===== src/rtl/lfsr_stream_decrypt.sv =====
// Receive-side LFSR keystream decryptor: XORs each accepted cipher word with the
// current 6-bit LFSR key, advancing the key STEPS_PER_WORD times per word.
module lfsr_stream_decrypt #(
  parameter int unsigned           WIDTH          = 6,
  parameter logic [WIDTH-1:0]      DEFAULT_SEED   = 6'h01,
  parameter int unsigned           STEPS_PER_WORD = 1
) (
  input  logic             clk,
  input  logic             rst_n,
  input  logic             seed_load,
  input  logic [WIDTH-1:0] seed_in,
  output logic             seed_err,
  input  logic             in_valid,
  output logic             in_ready,
  input  logic [WIDTH-1:0] in_data,
  output logic             out_valid,
  input  logic             out_ready,
  output logic [WIDTH-1:0] out_data,
  output logic [WIDTH-1:0] key_state,
  output logic [15:0]      word_cnt
);

  typedef enum logic {RUN, ADVANCE} state_t;

  localparam logic [3:0] ADV_INIT = 4'(STEPS_PER_WORD - 1);

  state_t           state_q, state_d;
  logic [WIDTH-1:0] lfsr_q, lfsr_d;
  logic [WIDTH-1:0] data_q, data_d;
  logic             valid_q, valid_d;
  logic             err_q, err_d;
  logic [15:0]      cnt_q, cnt_d;
  logic [3:0]       adv_q, adv_d;
  logic             rdy;
  logic             accept;

  function automatic logic [WIDTH-1:0] lfsr_step(input logic [WIDTH-1:0] s);
    return {s[0] ^ s[1], s[WIDTH-1:1]};
  endfunction

  always_comb begin
    state_d = state_q;
    lfsr_d  = lfsr_q;
    data_d  = data_q;
    valid_d = valid_q;
    cnt_d   = cnt_q;
    adv_d   = adv_q;
    err_d   = seed_load && (seed_in == '0);
    rdy     = 1'b0;

    case (state_q)
      RUN:     rdy = !seed_load && (!valid_q || out_ready);
      ADVANCE: begin
        // A rejected (zero) seed load stalls the extra stepping for that cycle.
        if (!seed_load) begin
          lfsr_d = lfsr_step(lfsr_q);
          adv_d  = adv_q - 4'd1;
          if (adv_q == 4'd1) state_d = RUN;
        end
      end
      default: state_d = RUN;
    endcase

    accept = in_valid && rdy;
    if (accept) begin
      data_d  = in_data ^ lfsr_q;
      valid_d = 1'b1;
      cnt_d   = cnt_q + 16'd1;
      lfsr_d  = lfsr_step(lfsr_q);
      if (STEPS_PER_WORD > 1) begin
        state_d = ADVANCE;
        adv_d   = ADV_INIT;
      end
    end else if (valid_q && out_ready) begin
      valid_d = 1'b0;
    end

    // Nonzero seed wins over everything but leaves any pending output word alone.
    if (seed_load && (seed_in != '0)) begin
      lfsr_d  = seed_in;
      cnt_d   = '0;
      state_d = RUN;
      adv_d   = '0;
    end
  end

  always_ff @(posedge clk or negedge rst_n) begin
    if (!rst_n) begin
      state_q <= RUN;
      lfsr_q  <= DEFAULT_SEED;
      data_q  <= '0;
      valid_q <= 1'b0;
      err_q   <= 1'b0;
      cnt_q   <= '0;
      adv_q   <= '0;
    end else begin
      state_q <= state_d;
      lfsr_q  <= lfsr_d;
      data_q  <= data_d;
      valid_q <= valid_d;
      err_q   <= err_d;
      cnt_q   <= cnt_d;
      adv_q   <= adv_d;
    end
  end

  assign in_ready  = rdy;
  assign out_valid = valid_q;
  assign out_data  = data_q;
  assign seed_err  = err_q;
  assign key_state = lfsr_q;
  assign word_cnt  = cnt_q;

endmodule


===== config.mk =====
export PLATFORM = sky130hd
export DESIGN_NAME = lfsr_stream_decrypt
export DESIGN_NICKNAME = d
export VERILOG_FILES = /design/src/rtl/lfsr_stream_decrypt.sv
export SDC_FILE = /design/constraint.sdc
export NUM_CORES = 1
export LEC_CHECK = 0
export CORE_MARGIN = 4
export CORE_UTILIZATION = 35
export DETAILED_ROUTE_END_ITERATION = 16
export HOLD_SLACK_MARGIN = 0.06
export PLACE_DENSITY = 0.73
export SLEW_MARGIN = 30
export SYNTH_ARGS = -nofsm -noshare
export SYNTH_HDL_FRONTEND = slang
export SYNTH_SLANG_ARGS = --single-unit

===== constraint.sdc =====
create_clock -name clk -period 4.9 [get_ports clk]
set_input_delay 0.98 -clock clk [delete_from_list [all_inputs] [get_ports clk]]
set_output_delay 0.98 -clock clk [all_outputs]
set_load 0.005 [all_outputs]

==> results.cfg, run 1 <==
[grt]
grt_pass1_vias = 1414
global_route.usage.total = 0.1373
number_of_antenna_violations_at_the_first_check_in_global_routing = 0
grt_overflow_total = 0
grt_first_pass_wirelength_um = 6844
grt_start_max_net_pins = 36

[job]
max_cap_viol_count = 0

[die]
y_dimension_of_the_die_um = 79.07
die_x_um = 79.07
ios = 48
start_util = 0.3670
design.die.area_um2 = 6252
core_area_um2 = 4817
row_count = 25

[drt]
postRouteAntennaNets = 0
drt_iter0_drc = 109
detailroute.via_count = 1483
route.detailed.drc = 0
drt-total-wl_um = 3981
drt_pre_antenna_iters = 4
vias_per_cell = 5.131
avgRoutedWirePerCell_um = 13.78

[logic_synthesis]
synth_nets = 190
synth.largest_area_cell = dfrtp_1
syn_area_per_cell_um2 = 10.40
synth-async-reset-ratio = 1.000
synth_area_um2 = 1768
post-synth-top-count-cell = dfrtp_1
synth_top_cells_by_count = 34 x dfrtp_1, 16 x o21ai_0, 15 x nand2_1, 9 x xnor2_1
synth_top_cells_by_area = dfrtp_1 48%, o21ai_0 4.5%, mux2_1 4.5%
synth_cells = 170
synth_largest_type_area_fraction = 0.4812
synth.ff_latch_count = 35
synth_flop_cell = dfrtp_1
synth.distinct_cells = 37
synthesis.yosys.warnings = 0
yosysSeqAreaShare = 0.4961
synth_edf_count = 0

[cts]
cts.clk_slew.worst_paths_ns = 0.06
clock-root-buffer = clkbuf_8
max-clock-path-buffers = 2
ctsHoldBuffers = 0
ctsHtreeMaxLevel = 2
tritoncts_clock_tree = built
worst_skew_pair.late_latency_ns = 0.28
post_cts_repair_setup_buffers = 0
cts.sinks = 35
cts_resized = 0
tritoncts.num_buffers = 5

[status]
run_status = completed

[timing]
timing.max_slew.rel_slack = 0.5745
clock_skew_ns = 0.006079
fmax_mhz = 285.5
timing.final.crit_share = 0.7147
rsz_0062_raised_after_global_routing = no
fin_setup_tns_ns = 0
drv_slew = 0
whs_ns = 0.4809
setup-violations-final = 0
number_of_endpoints_with_negative_hold_slack_in_the_final_report = 0
final.min_clock_period_ns = 3.502
tightest_pin_transition_ns = 0.6383

[critical_path]
timing.setup.critical_path_class = in2out
r2r_startpoint = state_q$_DFF_PN0_
critical_path.startpoint_type = input pin
worst-endpoint-arrival_ns = 2.52
crit_required_ns = 3.92
cp-end-kind = output port
critPathLaunch = seed_load
critical_path_peak_fanout = 19

[pwr]
power-per-cell-area_nw_per_um2 = 276.0
static_power_due_to_leakage_nw = 0.9790
vdd_drop_max_v = 0.0001229
clkPwrFrac = 0.298
pwr-share-comb = 0.196
internal_power_mw = 0.4957
overall_power_mw = 0.6631
power.share.switching = 0.2524
net_switching_power_mw = 0.1674
p_seq_frac = 0.506

[hold_path]
hold_path.class = reg2reg
min_from = out_data[5]$_DFFE_PN0P_

[placement]
detailedPlacementHpwl_um = 2957
port-buffer-count = 47
place_congestion = 0.8142
placed_cell_area_um2 = 2321

[finish]
post_route_cells_drive_above_1_share = 0.07207
post_layout_instance_area_um2 = 2402
areaGrowthSynthToFinish_pct = 35.88
num-nets-final = 241
num_antenna_cells = 0
flip-flops by register name (all words and copies together), names as in the netlist:
register	cells
adv_q	4
key_state	6
out_data	6
out_valid	1
seed_err	1
state_q	1
word_cnt	16
cell type report:
cell class / count / area (um^2)
clock inverters: 1 / 5.005
clock buffers: 7 / 76.32
inverters: 5 / 18.77
multi-input cells: 124 / 848.3
fillers: 469 / 2415
repair buffers: 50 / 493.0
well taps: 67 / 83.83
flip-flops and latches: 35 / 877.1
power by group through the flow:
stage,logic [mW],clock network (mW),registers (mW)
after floorplan,0.0475,0,0.341
after global placement,0.131,0,0.342
after detailed placement,0.133,0,0.341
after CTS,0.134,0.204,0.336
after global routing,0.143,0.219,0.341
final,0.130,0.198,0.336
metal layers:
layer | wire length (um) | part of all wire | track usage
met5 | 0 | 0 | 0
met4 | 48 | 0.012 | 0.04124
met3 | 256 | 0.064 | 0.04649
met2 | 1878 | 0.47 | 0.2096
met1 | 1796 | 0.45 | 0.1844
cell usage in the layout (no fill, tap or decap), types with 2 or more instances in the layout:
| master | Yosys | layout |
|---|---|---|
| a21oi_1 | 8 | 8 |
| a22o_1 | 4 | 4 |
| and3_1 | 2 | 2 |
| and4_1 | 3 | 3 |
| buf_4 | 0 | 3 |
| clkbuf_1 | 5 | 2 |
| clkbuf_8 | 0 | 5 |
| clkdlybuf4s50_1 | 0 | 47 |
| dfrtp_1 | 34 | 34 |
| ha_1 | 3 | 3 |
| inv_1 | 5 | 5 |
| mux2_1 | 7 | 7 |
| nand2_1 | 15 | 15 |
| nand3_1 | 8 | 8 |
| nand4_1 | 5 | 5 |
| nor2_1 | 8 | 8 |
| o211ai_1 | 3 | 3 |
| o21ai_0 | 16 | 16 |
| o31ai_1 | 4 | 4 |
| or3_1 | 5 | 5 |
| or4_1 | 3 | 3 |
| xnor2_1 | 9 | 9 |
| xor2_1 | 6 | 6 |
metrics by stage:
step / setup slack, ns / instances / utilization
4_1_cts: 1.402 / 289 / 0.4987
3_5_place_dp: 1.398 / 281 / 0.4818
2_1_floorplan: 2.318 / 170 / -
5_1_grt: 1.319 / 289 / 0.4987
6_report: 1.398 / 289 / 0.4987
3_3_place_gp: 1.415 / 281 / 0.4818
cells by family (layout without fill, tap and decap cells):
group / count (synthesis) / after routing / share of synthesized area
AOI/OAI and AO/OA: 39 / 39 / 0.1444
xor gates and xnor gates: 15 / 15 / 0.07431
adders and majority gates: 3 / 3 / 0.02123
buffers and inverters: 11 / 63 / 0.02406
DFF: 35 / 35 / 0.4961
muxes: 8 / 8 / 0.05025
and+or+nand+nor: 59 / 59 / 0.1897
path summary, 6_finish.rpt:
kind                                       endpoint  slack [ns]  cells after the start
max                                        in_ready        1.40                      5
min                         out_data[5]$_DFFE_PN0P_        0.48                      2
max reg2reg                 word_cnt[5]$_DFFE_PN0P_        3.02                      4
min reg2reg                 out_data[5]$_DFFE_PN0P_        0.48                      2
max in group asynchronous  key_state[0]$_DFFE_PN1P_        3.45                      2
min in group asynchronous  word_cnt[14]$_DFFE_PN0P_        1.11                      2
worst max-delay path: stages:
cell	delay [ns]
clkdlybuf4s50_1	0.40
buf_4	0.20
nor2_2	0.27
and2_1	0.18
clkdlybuf4s50_1	0.50
No activity file was read; power rests on OpenSTA's default activity.
==> inputs of run 2 (changes only) <==
--- a/config.mk
+++ b/config.mk
@@ -9,7 +9,7 @@
 export CORE_UTILIZATION = 35
 export DETAILED_ROUTE_END_ITERATION = 16
 export HOLD_SLACK_MARGIN = 0.06
-export PLACE_DENSITY = 0.73
+export PLACE_DENSITY = 0.75
 export SLEW_MARGIN = 30
 export SYNTH_ARGS = -nofsm -noshare
 export SYNTH_HDL_FRONTEND = slang
==> constraint.sdc (replaced) <==
create_clock -name clk -period 2.8 [get_ports clk]
set_input_delay 0.56 -clock clk [delete_from_list [all_inputs] [get_ports clk]]
set_output_delay 0.56 -clock clk [all_outputs]
set_load 0.005 [all_outputs]
==> results.cfg, run 2 (synthesized netlist as in run 1, its figures left out) <==
[status]
run_status = completed

[grt]
grt_first_pass_wirelength_um = 6768
number_of_antenna_violations_at_the_first_check_in_global_routing = 0
grt_overflow_total = 0
grt_start_max_net_pins = 36
grt_pass1_vias = 1449
global_route.usage.total = 0.1404

[timing]
whs_ns = 0.3471
tightest_pin_transition_ns = 0.7739
fmax_mhz = 405.5
fin_setup_tns_ns = 0
setup-violations-final = 0
drv_slew = 0
timing.final.crit_share = 0.8806
final.min_clock_period_ns = 2.466
clock_skew_ns = 0.006481
rsz_0062_raised_after_global_routing = no
number_of_endpoints_with_negative_hold_slack_in_the_final_report = 0
timing.max_slew.rel_slack = 0.4841

[drt]
detailroute.via_count = 1504
avgRoutedWirePerCell_um = 13.79
postRouteAntennaNets = 0
route.detailed.drc = 0
vias_per_cell = 5.151
drt_iter0_drc = 88
drt_pre_antenna_iters = 4
drt-total-wl_um = 4027

[critical_path]
cp-end-kind = output port
critical_path.startpoint_type = input pin
critPathLaunch = seed_load
timing.setup.critical_path_class = in2out
worst-endpoint-arrival_ns = 1.91
r2r_startpoint = out_valid$_DFFE_PN0P_
setup.reg_to_reg.worst_slack_ns = 0.99
crit_required_ns = 2.24
critical_path_peak_fanout = 6

[cts]
max-clock-path-buffers = 2
ctsHoldBuffers = 0
clock-root-buffer = clkbuf_8
cts.sinks = 35
cts_resized = 0
tritoncts_clock_tree = built
tritoncts.num_buffers = 5
cts.clk_slew.worst_paths_ns = 0.07
worst_skew_pair.late_latency_ns = 0.29
ctsHtreeMaxLevel = 2
post_cts_repair_setup_buffers = 0

[die]
design.die.area_um2 = 6252
core_area_um2 = 4817
y_dimension_of_the_die_um = 79.07
ios = 48
die_x_um = 79.07
start_util = 0.3670
row_count = 25

[finish]
layout.cells.most_common_list = 46 x clkdlybuf4s50_1, 34 x dfrtp_1, 16 x o21ai_0
post_route_cells_drive_above_1_share = 0.08889
fillerInstances = 472
largest_reg_flops = 16
final_common_cell = clkdlybuf4s50_1
layout.area.seq_um2 = 877.1
multi_input_comb_area_um2 = 848.3
num-nets-final = 244
areaGrowthSynthToFinish_pct = 36.87
num_antenna_cells = 0

[pwr]
vdd_drop_max_v = 0.0002708
static_power_due_to_leakage_nw = 0.9926
power-per-cell-area_nw_per_um2 = 484.0

[placement]
port-buffer-count = 47
detailedPlacementHpwl_um = 2936
place_congestion = 0.7900

[hold_path]
hold_path.class = in2async

[job]
max_cap_viol_count = 0
==> run 2: changes by cell type in the layout (fill, tap and decap cells not counted) <==
cell / before / now
clkdlybuf4s50_1: 47 / 46
buf_4: 3 / 6
buf_2: 0 / 1
==> run 2: stage by stage <==
stage | instances | setup slack (ns) | instance area [um^2] | util | power, mW
after detailed placement | 284 | 0.2782 | 2338 | 0.4855 | 0.8325
after CTS | 292 | 0.3336 | 2420 | 0.5023 | 1.188
final | 292 | 0.3342 | 2420 | 0.5023 | 1.171
after global placement | 284 | 0.2874 | 2338 | 0.4855 | 0.8288
after floorplan | 170 | 0.6375 | 1768 | - | 0.6794
after global routing | 292 | 0.2865 | 2420 | 0.5023 | 1.240
==> run 2: cell type report <==
| type | count | area share |
|---|---|---|
| Inverter | 5 | 0.007756 |
| Sequential cell | 35 | 0.3625 |
| Tap cell | 67 | 0.03464 |
| Clock inverter | 1 | 0.002068 |
| Multi-Input combinational cell | 124 | 0.3506 |
| Clock buffer | 7 | 0.03154 |
| Timing Repair Buffer | 53 | 0.2110 |
==> run 2: worst paths after layout <==
kind / end / cells past startpoint
max reg2reg: key_state[3]$_DFFE_PN0P_ / 5
min: out_data[3]$_DFFE_PN0P_ / 1
max in group asynchronous: word_cnt[0]$_DFFE_PN0P_ / 1
max: in_ready / 4
min in group clk: out_data[4]$_DFFE_PN0P_ / 2
min reg2reg: out_data[4]$_DFFE_PN0P_ / 2
==> run 2: per-layer routing <==
layer  vias to the layer above  share of wire  track usage
li1                        730              -            -
met1                       728           0.48       0.1806
met2                        40           0.45       0.2214
met3                         6          0.057      0.04762
met4                         0          0.015      0.04639
met5                         -              0            0
==> run 2: power breakdown <==
group          total (mW)  internal (mW)  switching (mW)
clock network       0.353          0.174           0.178
registers           0.588          0.550          0.0373
logic               0.231          0.145          0.0855
total                1.17          0.870           0.301
==> run 2: critical path: stages <==
cell and delay, ns:
clkdlybuf4s50_1 0.51, nor2_2 0.20, and2_1 0.14, clkdlybuf4s50_1 0.49
==> inputs of run 3 (changes only) <==
--- a/config.mk
+++ b/config.mk
@@ -5,7 +5,7 @@
 export SDC_FILE = /design/constraint.sdc
 export NUM_CORES = 1
 export LEC_CHECK = 0
-export CORE_MARGIN = 4
+export CORE_MARGIN = 2
 export CORE_UTILIZATION = 35
 export DETAILED_ROUTE_END_ITERATION = 16
 export HOLD_SLACK_MARGIN = 0.06
==> results.cfg, run 3 (synthesized netlist as in run 1, its figures left out) <==
[finish]
largest_reg_flops = 16
num-nets-final = 245
final_common_cell = clkdlybuf4s50_1
post_route_cells_drive_above_1_share = 0.09292
areaGrowthSynthToFinish_pct = 38.64
num_antenna_cells = 0
layout.cells.most_common_list = 47 x clkdlybuf4s50_1, 34 x dfrtp_1, 16 x o21ai_0
post_layout_instance_area_um2 = 2451

[timing]
timing.max_slew.rel_slack = 0.5788
number_of_endpoints_with_negative_hold_slack_in_the_final_report = 0
drv_slew = 0
final.min_clock_period_ns = 2.423
timing.final.crit_share = 0.8655
rsz_0062_raised_after_global_routing = no
tightest_pin_transition_ns = 0.6318
fin_setup_tns_ns = 0
setup-violations-final = 0
clock_skew_ns = 0.006618
fmax_mhz = 412.6

[critical_path]
critical_path.slowest_cell = clkdlybuf4s50_1
timing.critical_path.cells = clkdlybuf4s50_1 > nor2_2 > and2_1 > clkdlybuf4s50_1
timing.setup.critical_path_class = in2out
critical_path.startpoint_type = input pin
worstReg2RegEnd = word_cnt[12]$_DFFE_PN0P_
setup.reg_to_reg.worst_slack_ns = 1.01
worst_path_largest_cell_delay_ns = 0.50
path_delay_family = buffers and inverters
worst-endpoint-arrival_ns = 1.86
number_of_cell_instances_on_the_worst_register_to_register_path = 5
critical_path_peak_fanout = 5
worst-path-buf-inv = 2
r2r_startpoint = word_cnt[0]$_DFFE_PN0P_
critical_path_depth = 4
cp-end-kind = output port
most_used_cell_cp = clkdlybuf4s50_1
crit_required_ns = 2.24

[die]
die_x_um = 75.07
start_util = 0.3694
design.die.area_um2 = 5636
ios = 48
row_count = 25
core_area_um2 = 4786
y_dimension_of_the_die_um = 75.07

[pwr]
vdd_drop_max_v = 0.0002756
static_power_due_to_leakage_nw = 1.007
p_seq_frac = 0.481
power-per-cell-area_nw_per_um2 = 499.1
net_switching_power_mw = 0.3016
internal_power_mw = 0.9219
power.share.switching = 0.2465
clkPwrFrac = 0.329
pwr-share-comb = 0.190

[placement]
detailedPlacementHpwl_um = 2845
place_congestion = 0.7346
placed_cell_area_um2 = 2351
port-buffer-count = 47

[grt]
number_of_antenna_violations_at_the_first_check_in_global_routing = 0
layer_with_the_highest_usage_after_global_routing = met2
global_route.usage.total = 0.1513
grt_start_max_net_pins = 36
grt_overflow_total = 0
grt_util_met3 = 0.03213
use_met2 = 0.2349
grt_util_met1 = 0.2034
grt_pass1_vias = 1388
grt_first_pass_wirelength_um = 6430

[cts]
post_cts_repair_setup_buffers = 0
tritoncts_clock_tree = built
max-clock-path-buffers = 2
ctsHoldBuffers = 0
ctsHtreeMaxLevel = 2
cts.clk_slew.worst_paths_ns = 0.07
cts.sinks = 35
cts_resized = 0
tritoncts.num_buffers = 5
clock-root-buffer = clkbuf_8
worst_skew_pair.late_latency_ns = 0.29

[drt]
postRouteAntennaNets = 0
vias_per_cell = 4.986
route.detailed.drc = 0
avgRoutedWirePerCell_um = 13.28
drt-total-wl_um = 3890
drt_iter0_drc = 96
drt_pre_antenna_iters = 4
detailroute.via_count = 1461

[hold_path]
holdPathEnd = out_data[4]$_DFFE_PN0P_
whs_path_depth = 2
hold_path.class = reg2reg
min_from = out_data[4]$_DFFE_PN0P_

[job]
max_cap_viol_count = 0

[status]
run_status = completed
-- run 3: cell types whose count changed in the layout (fill, tap and decap cells not counted) --
cell and change:
buf_2 -1, buf_4 +1, clkbuf_1 -1, clkbuf_8 +2, clkdlybuf4s50_1 +1, clkinv_2 -1
-- run 3: routing by layer --
| metal | wire (um) | share of wire | up-vias |
|---|---|---|---|
| li1 | - | - | 730 |
| met1 | 1826 | 0.47 | 681 |
| met2 | 1797 | 0.46 | 43 |
| met3 | 205 | 0.053 | 7 |
| met4 | 61 | 0.016 | 0 |
| met5 | 0 | 0 | - |
-- run 3: power groups by stage --
stage	Combinational [mW]	Sequential, mW	Clock, mW
6_report	0.232	0.589	0.403
2_1_floorplan	0.0832	0.596	0
4_1_cts	0.237	0.589	0.413
5_1_grt	0.258	0.595	0.432
3_3_place_gp	0.233	0.598	0
3_5_place_dp	0.236	0.598	0
-- run 3: tightest hold or removal path, stage by stage, from the launching register on --
cell and delay [ns]:
dfrtp_1 0.35, nand2_1 0.05, o21ai_0 0.06
-- run 3: per-stage QoR --
stage	hold slack (ns)	utilization	cells	power, mW	setup WS (ns)
after floorplan	0.2644	-	170	0.6794	0.6375
after global placement	0.4660	0.4912	285	0.8306	0.2814
after detailed placement	0.4736	0.4912	285	0.8336	0.2517
after CTS	0.4905	0.5122	293	1.239	0.3795
after global routing	0.5085	0.5122	293	1.285	0.3347
final	0.4883	0.5122	293	1.223	0.3766
-- run 3: layout make-up --
type	count	area, um^2
fill	432	2335
sequential	35	877.1
multi-input combinational	124	848.3
timing repair buffer	54	523.0
clock buffer	8	100.1
tap	67	83.83
inverter	5	18.77
-- run 3: how the worst max path moves through the flow --
| stage | end | slack, ns | from |
|---|---|---|---|
| finish | in_ready | 0.38 | seed_load |
| global route | in_ready | 0.33 | seed_load |
| CTS | in_ready | 0.38 | seed_load |
| detailed placement | key_state[5]$_DFFE_PN0P_ | 0.25 | seed_in[2] |
| global placement | key_state[5]$_DFFE_PN0P_ | 0.28 | seed_in[2] |
| floorplan | key_state[5]$_DFFE_PN0P_ | 0.64 | seed_in[2] |
